**src/rtl/driver_motor_pwm.sv**
```systemverilog
// Motor-side H-bridge driver: shared PWM counter, per-channel STOP/DEAD/RUN direction FSM with dead time.
// Optional ramped duty on RUN entry when SOFT_START_EN is defined.
module driver_motor_pwm #(
  parameter int PERIOD    = 1000,
  parameter int DEADTIME  = 50000,
  parameter int RAMP_STEP = 25
) (
  input  logic        clk,
  input  logic        rst,
  input  logic [1:0]  directie_driverA,
  input  logic [1:0]  directie_driverB,
  input  logic [11:0] factor_dc_driverA,
  input  logic [11:0] factor_dc_driverB,
  output logic        en_a,
  output logic        in1_a,
  output logic        in2_a,
  output logic        en_b,
  output logic        in1_b,
  output logic        in2_b,
  output logic        period_start
);

`ifdef SOFT_START_EN
  localparam bit SOFT_START = 1'b1;
`else
  localparam bit SOFT_START = 1'b0;
`endif

  localparam int CW = (PERIOD > 1) ? $clog2(PERIOD) : 1;
  localparam int DW = (DEADTIME > 1) ? $clog2(DEADTIME) : 1;
  localparam logic [CW-1:0] CNT_MAX  = CW'(PERIOD - 1);
  localparam logic [DW-1:0] DEAD_MAX = DW'(DEADTIME - 1);
  localparam logic [11:0]   DUTY_MAX = 12'(PERIOD);
  // Without soft start a step of a full period lets the duty jump straight to its target.
  localparam logic [11:0]   STEP     = 12'(SOFT_START ? RAMP_STEP : PERIOD);

  typedef enum logic [1:0] {
    ST_STOP = 2'd0,
    ST_DEAD = 2'd1,
    ST_RUN  = 2'd2
  } state_t;

  logic [CW-1:0] cnt_r;
  state_t        state_r    [2];
  state_t        state_s    [2];
  logic [DW-1:0] dead_cnt_r [2];
  logic [DW-1:0] dead_cnt_s [2];
  logic          dir_r      [2];
  logic          dir_s      [2];
  logic [1:0]    cmd_prev_r [2];
  logic [11:0]   duty_eff_r [2];
  logic [1:0]    cmd_s      [2];
  logic [11:0]   factor_s   [2];
  logic          run_entry_s[2];
  logic          pwm_s      [2];

  assign cmd_s[0]    = directie_driverA;
  assign cmd_s[1]    = directie_driverB;
  assign factor_s[0] = factor_dc_driverA;
  assign factor_s[1] = factor_dc_driverB;

  function automatic logic is_go(input logic [1:0] c);
    return (c == 2'b10) || (c == 2'b01);
  endfunction

  function automatic logic [11:0] clamp_duty(input logic [11:0] f);
    return (f >= DUTY_MAX) ? DUTY_MAX : f;
  endfunction

  function automatic logic [11:0] ramp(input logic [11:0] cur, input logic [11:0] tgt);
    if (tgt > cur) begin
      return ((tgt - cur) > STEP) ? (cur + STEP) : tgt;
    end else begin
      return ((cur - tgt) > STEP) ? (cur - STEP) : tgt;
    end
  endfunction

  // Next-state logic of both direction FSMs plus the PWM compare they gate.
  always_comb begin
    for (int i = 0; i < 2; i++) begin
      state_s[i]    = state_r[i];
      dead_cnt_s[i] = dead_cnt_r[i];
      dir_s[i]      = dir_r[i];
      case (state_r[i])
        ST_STOP: begin
          if (is_go(cmd_s[i])) begin
            state_s[i]    = ST_DEAD;
            dead_cnt_s[i] = {DW{1'b0}};
          end else begin
            state_s[i]    = ST_STOP;
          end
        end
        ST_DEAD: begin
          if (cmd_s[i] != cmd_prev_r[i]) begin
            dead_cnt_s[i] = {DW{1'b0}};
          end else if (dead_cnt_r[i] == DEAD_MAX) begin
            dead_cnt_s[i] = {DW{1'b0}};
            if (is_go(cmd_s[i])) begin
              state_s[i] = ST_RUN;
              dir_s[i]   = (cmd_s[i] == 2'b10);
            end else begin
              state_s[i] = ST_STOP;
            end
          end else begin
            dead_cnt_s[i] = dead_cnt_r[i] + DW'(1'b1);
          end
        end
        ST_RUN: begin
          if (!is_go(cmd_s[i])) begin
            state_s[i] = ST_STOP;
          end else if ((cmd_s[i] == 2'b10) != dir_r[i]) begin
            state_s[i]    = ST_DEAD;
            dead_cnt_s[i] = {DW{1'b0}};
          end else begin
            state_s[i] = ST_RUN;
          end
        end
        default: begin
          state_s[i]    = ST_STOP;
          dead_cnt_s[i] = {DW{1'b0}};
          dir_s[i]      = 1'b0;
        end
      endcase
      run_entry_s[i] = (state_s[i] == ST_RUN) && (state_r[i] != ST_RUN);
      // Outputs follow the next state so a stop command clears the pins on the same edge.
      pwm_s[i] = (state_s[i] == ST_RUN) && !(SOFT_START && run_entry_s[i]) &&
                 (12'(cnt_r) < duty_eff_r[i]);
    end
  end

  // Counter, FSM state, duty registers and registered bridge pins.
  always_ff @(posedge clk) begin
    if (rst) begin
      cnt_r        <= {CW{1'b0}};
      period_start <= 1'b0;
      en_a         <= 1'b0;
      in1_a        <= 1'b0;
      in2_a        <= 1'b0;
      en_b         <= 1'b0;
      in1_b        <= 1'b0;
      in2_b        <= 1'b0;
      for (int i = 0; i < 2; i++) begin
        state_r[i]    <= ST_STOP;
        dead_cnt_r[i] <= {DW{1'b0}};
        dir_r[i]      <= 1'b0;
        cmd_prev_r[i] <= 2'b00;
        duty_eff_r[i] <= 12'd0;
      end
    end else begin
      cnt_r        <= (cnt_r == CNT_MAX) ? {CW{1'b0}} : (cnt_r + CW'(1'b1));
      period_start <= (cnt_r == {CW{1'b0}});
      for (int i = 0; i < 2; i++) begin
        state_r[i]    <= state_s[i];
        dead_cnt_r[i] <= dead_cnt_s[i];
        dir_r[i]      <= dir_s[i];
        cmd_prev_r[i] <= cmd_s[i];
        // The factor is sampled on the last count, so the new duty takes effect from count 0.
        if (SOFT_START && run_entry_s[i]) begin
          duty_eff_r[i] <= 12'd0;
        end else if (cnt_r == CNT_MAX) begin
          duty_eff_r[i] <= ramp(duty_eff_r[i], clamp_duty(factor_s[i]));
        end else begin
          duty_eff_r[i] <= duty_eff_r[i];
        end
      end
      en_a  <= pwm_s[0];
      in1_a <= (state_s[0] == ST_RUN) && dir_s[0];
      in2_a <= (state_s[0] == ST_RUN) && !dir_s[0];
      en_b  <= pwm_s[1];
      in1_b <= (state_s[1] == ST_RUN) && dir_s[1];
      in2_b <= (state_s[1] == ST_RUN) && !dir_s[1];
    end
  end

endmodule

```
**config.mk**
```make
export PLATFORM = sky130hd
export DESIGN_NAME = driver_motor_pwm
export DESIGN_NICKNAME = d
export VERILOG_FILES = /design/src/rtl/driver_motor_pwm.sv
export SDC_FILE = /design/constraint.sdc
export NUM_CORES = 1
export LEC_CHECK = 0
export ABC_AREA = 1
export CAP_MARGIN = 10
export CORE_AREA = 2 2 116 118
export DETAILED_ROUTE_END_ITERATION = 12
export DIE_AREA = 0 0 118 120
export PLACE_DENSITY_LB_ADDON = 0.1
export SYNTH_ARGS = -nofsm -noshare
export SYNTH_HDL_FRONTEND = slang
export SYNTH_SLANG_ARGS = --single-unit
```
**constraint.sdc**
```tcl
create_clock -name clk -period 4 [get_ports clk]
set_input_delay 0.8 -clock clk [delete_from_list [all_inputs] [get_ports clk]]
set_output_delay 0.8 -clock clk [all_outputs]
set_load 0.01 [all_outputs]
```
==> metrics <==
outcome=finished clean; Tmin final=3.78 ns; die width=approximately 120 um; R2R depth=14; fillers=between 1000 and 1500; warnings from Yosys=0; Hold Crit Start=dead_cnt_r[0][15]; clock-pin transition on the worst setup and hold timing paths=0.07 ns; most common cell after layout, fill and taps aside=nand2_1; Comb pwr share=~54%; crit path max fanout=7; worst r2r src=duty_eff_r[1][5]; dominant synthesized flop cell=dfxtp_1; Max-Cap Viols=0; drt total wl=21000 um; Final setup violation count=0; Hold Vio Cnt, Final=0; Hold EP=dead_cnt_r[0][15]; share of cells above drive strength 1=between 10% and 20%; Clock Latency Late Sink=0.35 ns; synth unique cells=54; Worst VDD drop=~0.27 mV; power share of the sequential group=around a quarter; WL per Instance=~14 um; GRT Overall Usage=31.0%; CTS root buffer=clkbuf_16; Sw Share=43.3%; total grt overflow=0; global-route wire length before repair=between 30000 and 40000 um; Pint=around 0.0023 W; crit share post-route=roughly 95%; Cells on Worst Hold Path=2; fraction of registers with async set/reset=0%; reg2reg setup slack=1.00 ns; max-slew violation count=0; CTS buffer count=9; share of the synthesized area in the top cell type=approximately 16%; Tightest Pin Transition=between 0.4 and 0.5 ns; initial antenna violation count=0; Power Density=~440 nW/um^2; synthesized instance count=approximately 1100; WS Path Type=in2reg; antenna viol nets, final=0; Avg Synthesized Cell Area=6.64 sq um; Leak Pwr=4.43 nW; FF-to-FF End=duty_eff_r[1][2]; DRC Markers=0; Psw=between 0.0015 and 0.002 W; DR pass1 iterations=6; vias per inst=between 5 and 6; Core ar.=13000 sq um; clock tree sinks=83; largest net degree at the start of global routing=30; I/O pins=37; port buffer count=36; Final GP Congestion=a little over 1; row count=42; # nets final=around 1400; final core area utilization=between 70% and 80%; Worst Clk Skew=about 0.0072 ns; crit end category=flip-flop; hpwl dp=approximately 17000 um; vias in the first global route=~7900; TritonCTS clock tree=built; Die ar.=roughly 14000 sq um; die height=about 120 um; setup ws final=0.216 ns; largest area contributor in the netlist=dfxtp_1; Fmax=roughly 260 MHz; worst path required time=about 4.0 ns; Reg area=around 1900 sq um; vias post-DR=8055; CTS max path bufs=2; post-synthesis sequential area ratio=between 20 and 25%; most frequent cells in the layout=nand2_1 (240), inv_1 (173), buf_4 (116); EDFF count, synth=24; Antenna diodes=0; Seq cells post-synth=83; initial core utilization=a little under 60%; DR iter-0 viols=just under 700; Min-Delay Path Class=reg2reg; pre-CTS setup slack=-0.310 ns; multi-input logic area=between 5000 and 6000 sq um; clock network power share=roughly a fifth; # H-tree levels=3; Synth area leaders=dfxtp_1 (16%), nand2_1 (12%), ha_1 (12%), edfxtp_1 (9.5%), inv_1 (8.6%); number of post-CTS setup repair buffers=0; mapped cell area=around 7600 sq um; Rel. slew slack=between 60 and 70%; unrepaired setup endpoints after global routing=yes; area delta synth->final=22.6%; Worst EP arrival=3.83 ns; Startpoint Class=primary input
-- kinds of logic (layout without fill, tap and decap cells) --
group	Yosys count	count (layout)	share of synthesized area [%]
simple gates	557	557	32.7
buf+inv	195	345	9.86
compound gates	188	188	14.6
flops	83	83	25.0
fa+ha+maj	72	72	12.0
xor+xnor	50	50	5.75
other cells	2	6	0.0987
-- synth_stat cells, types with 3 or more instances --
cell type	count
o21bai_1	5
edfxtp_1	24
nor4_1	9
nor2_1	109
nand2_1	241
nand4_1	23
inv_1	174
a21oi_1	85
a211oi_1	10
nand3_2	3
and3_1	6
o21ai_1	7
nor2_2	8
nor3b_1	3
ha_1	70
clkbuf_1	9
o21ai_2	5
a21o_1	3
o211ai_1	6
xor2_1	47
nand2_4	3
xnor2_1	3
o21ai_0	43
dfxtp_1	59
or2_2	4
o311ai_0	3
buf_2	6
nor3_1	34
a221oi_1	3
nand3_1	98
nand2_2	13
-- final cells by class --
cell class                 count  area share (%)
clock buffer                  10            2.68
clock inverter                 6           0.483
inverter                     177            7.12
multi-input combinational    873            53.8
sequential                    83            20.4
tap                          176            2.36
timing repair buffer         152            13.2
-- worst max-delay path by stage --
stage               slack, ns            startpoint                to  cells after the start
CTS                      0.03  factor_dc_driverB[4]  duty_eff_r[1][0]                     20
floorplan                0.59  factor_dc_driverA[5]  duty_eff_r[0][0]                     21
global placement        -0.30  factor_dc_driverB[4]  duty_eff_r[1][2]                     20
finish                   0.22  factor_dc_driverB[4]  duty_eff_r[1][2]                     20
detailed placement      -0.31  factor_dc_driverB[4]  duty_eff_r[1][2]                     20
global route            -0.03  factor_dc_driverB[9]  duty_eff_r[1][0]                     21
-- flip-flops by register name, indices dropped and copies added (netlist names), 2 cells and up --
register / flops
dir_r: 2
cmd_prev_r: 4
state_r: 4
dead_cnt_r: 32
duty_eff_r: 24
cnt_r: 10
-- power groups by stage --
stage	logic (W)	clock network [W]	registers (W)
floorplan	0.00145	0	0.00105
global placement	0.00211	0	0.00109
detailed placement	0.00214	0	0.00109
CTS	0.00216	0.000840	0.00107
global route	0.00247	0.000870	0.00109
finish	0.00222	0.000833	0.00108
-- repair_timing --
| action | in CTS | in global routing |
|---|---|---|
| hold buffers | 0 | 0 |
| endpoints found under the setup margin | 0 | 28 |
| resized for setup | 0 | 14 |
-- routing by layer --
metal  up-vias  track usage (%)  wire length (um)
li1       4108                -                 -
met1      3667             38.1              9270
met2       230             55.7             10200
met3        50             3.18               898
met4         0             12.4               641
met5         -                0                 0
-- through the flow --
stage	hold slack, ns	instances	total power, W	TNS (ns)	area (sq um)
floorplan	0.424	1151	0.00250	0	7630
global placement	0.434	1461	0.00320	-3.28	8990
detailed placement	0.448	1461	0.00323	-4.33	8990
CTS	0.458	1477	0.00407	0	9290
global route	0.487	1477	0.00443	-0.0978	9330
finish	0.456	1477	0.00413	0	9330
-- critical path, stage by stage --
cell,delay [ns]
clkdlybuf4s50_1,0.42
nor2_1,0.11
nor2_1,0.04
nand2_1,0.09
nand2_2,0.08
inv_2,0.12
nand2_1,0.09
ha_1,0.23
fa_1,0.43
o21ai_2,0.21
buf_4,0.14
nand2_1,0.04
nand2_1,0.11
xor2_1,0.15
nor2_1,0.06
nand3_1,0.17
nand2_4,0.12
nand2_2,0.15
nand2_2,0.08
o21ai_2,0.19
Note: power is estimated with default switching activity, not from simulation.
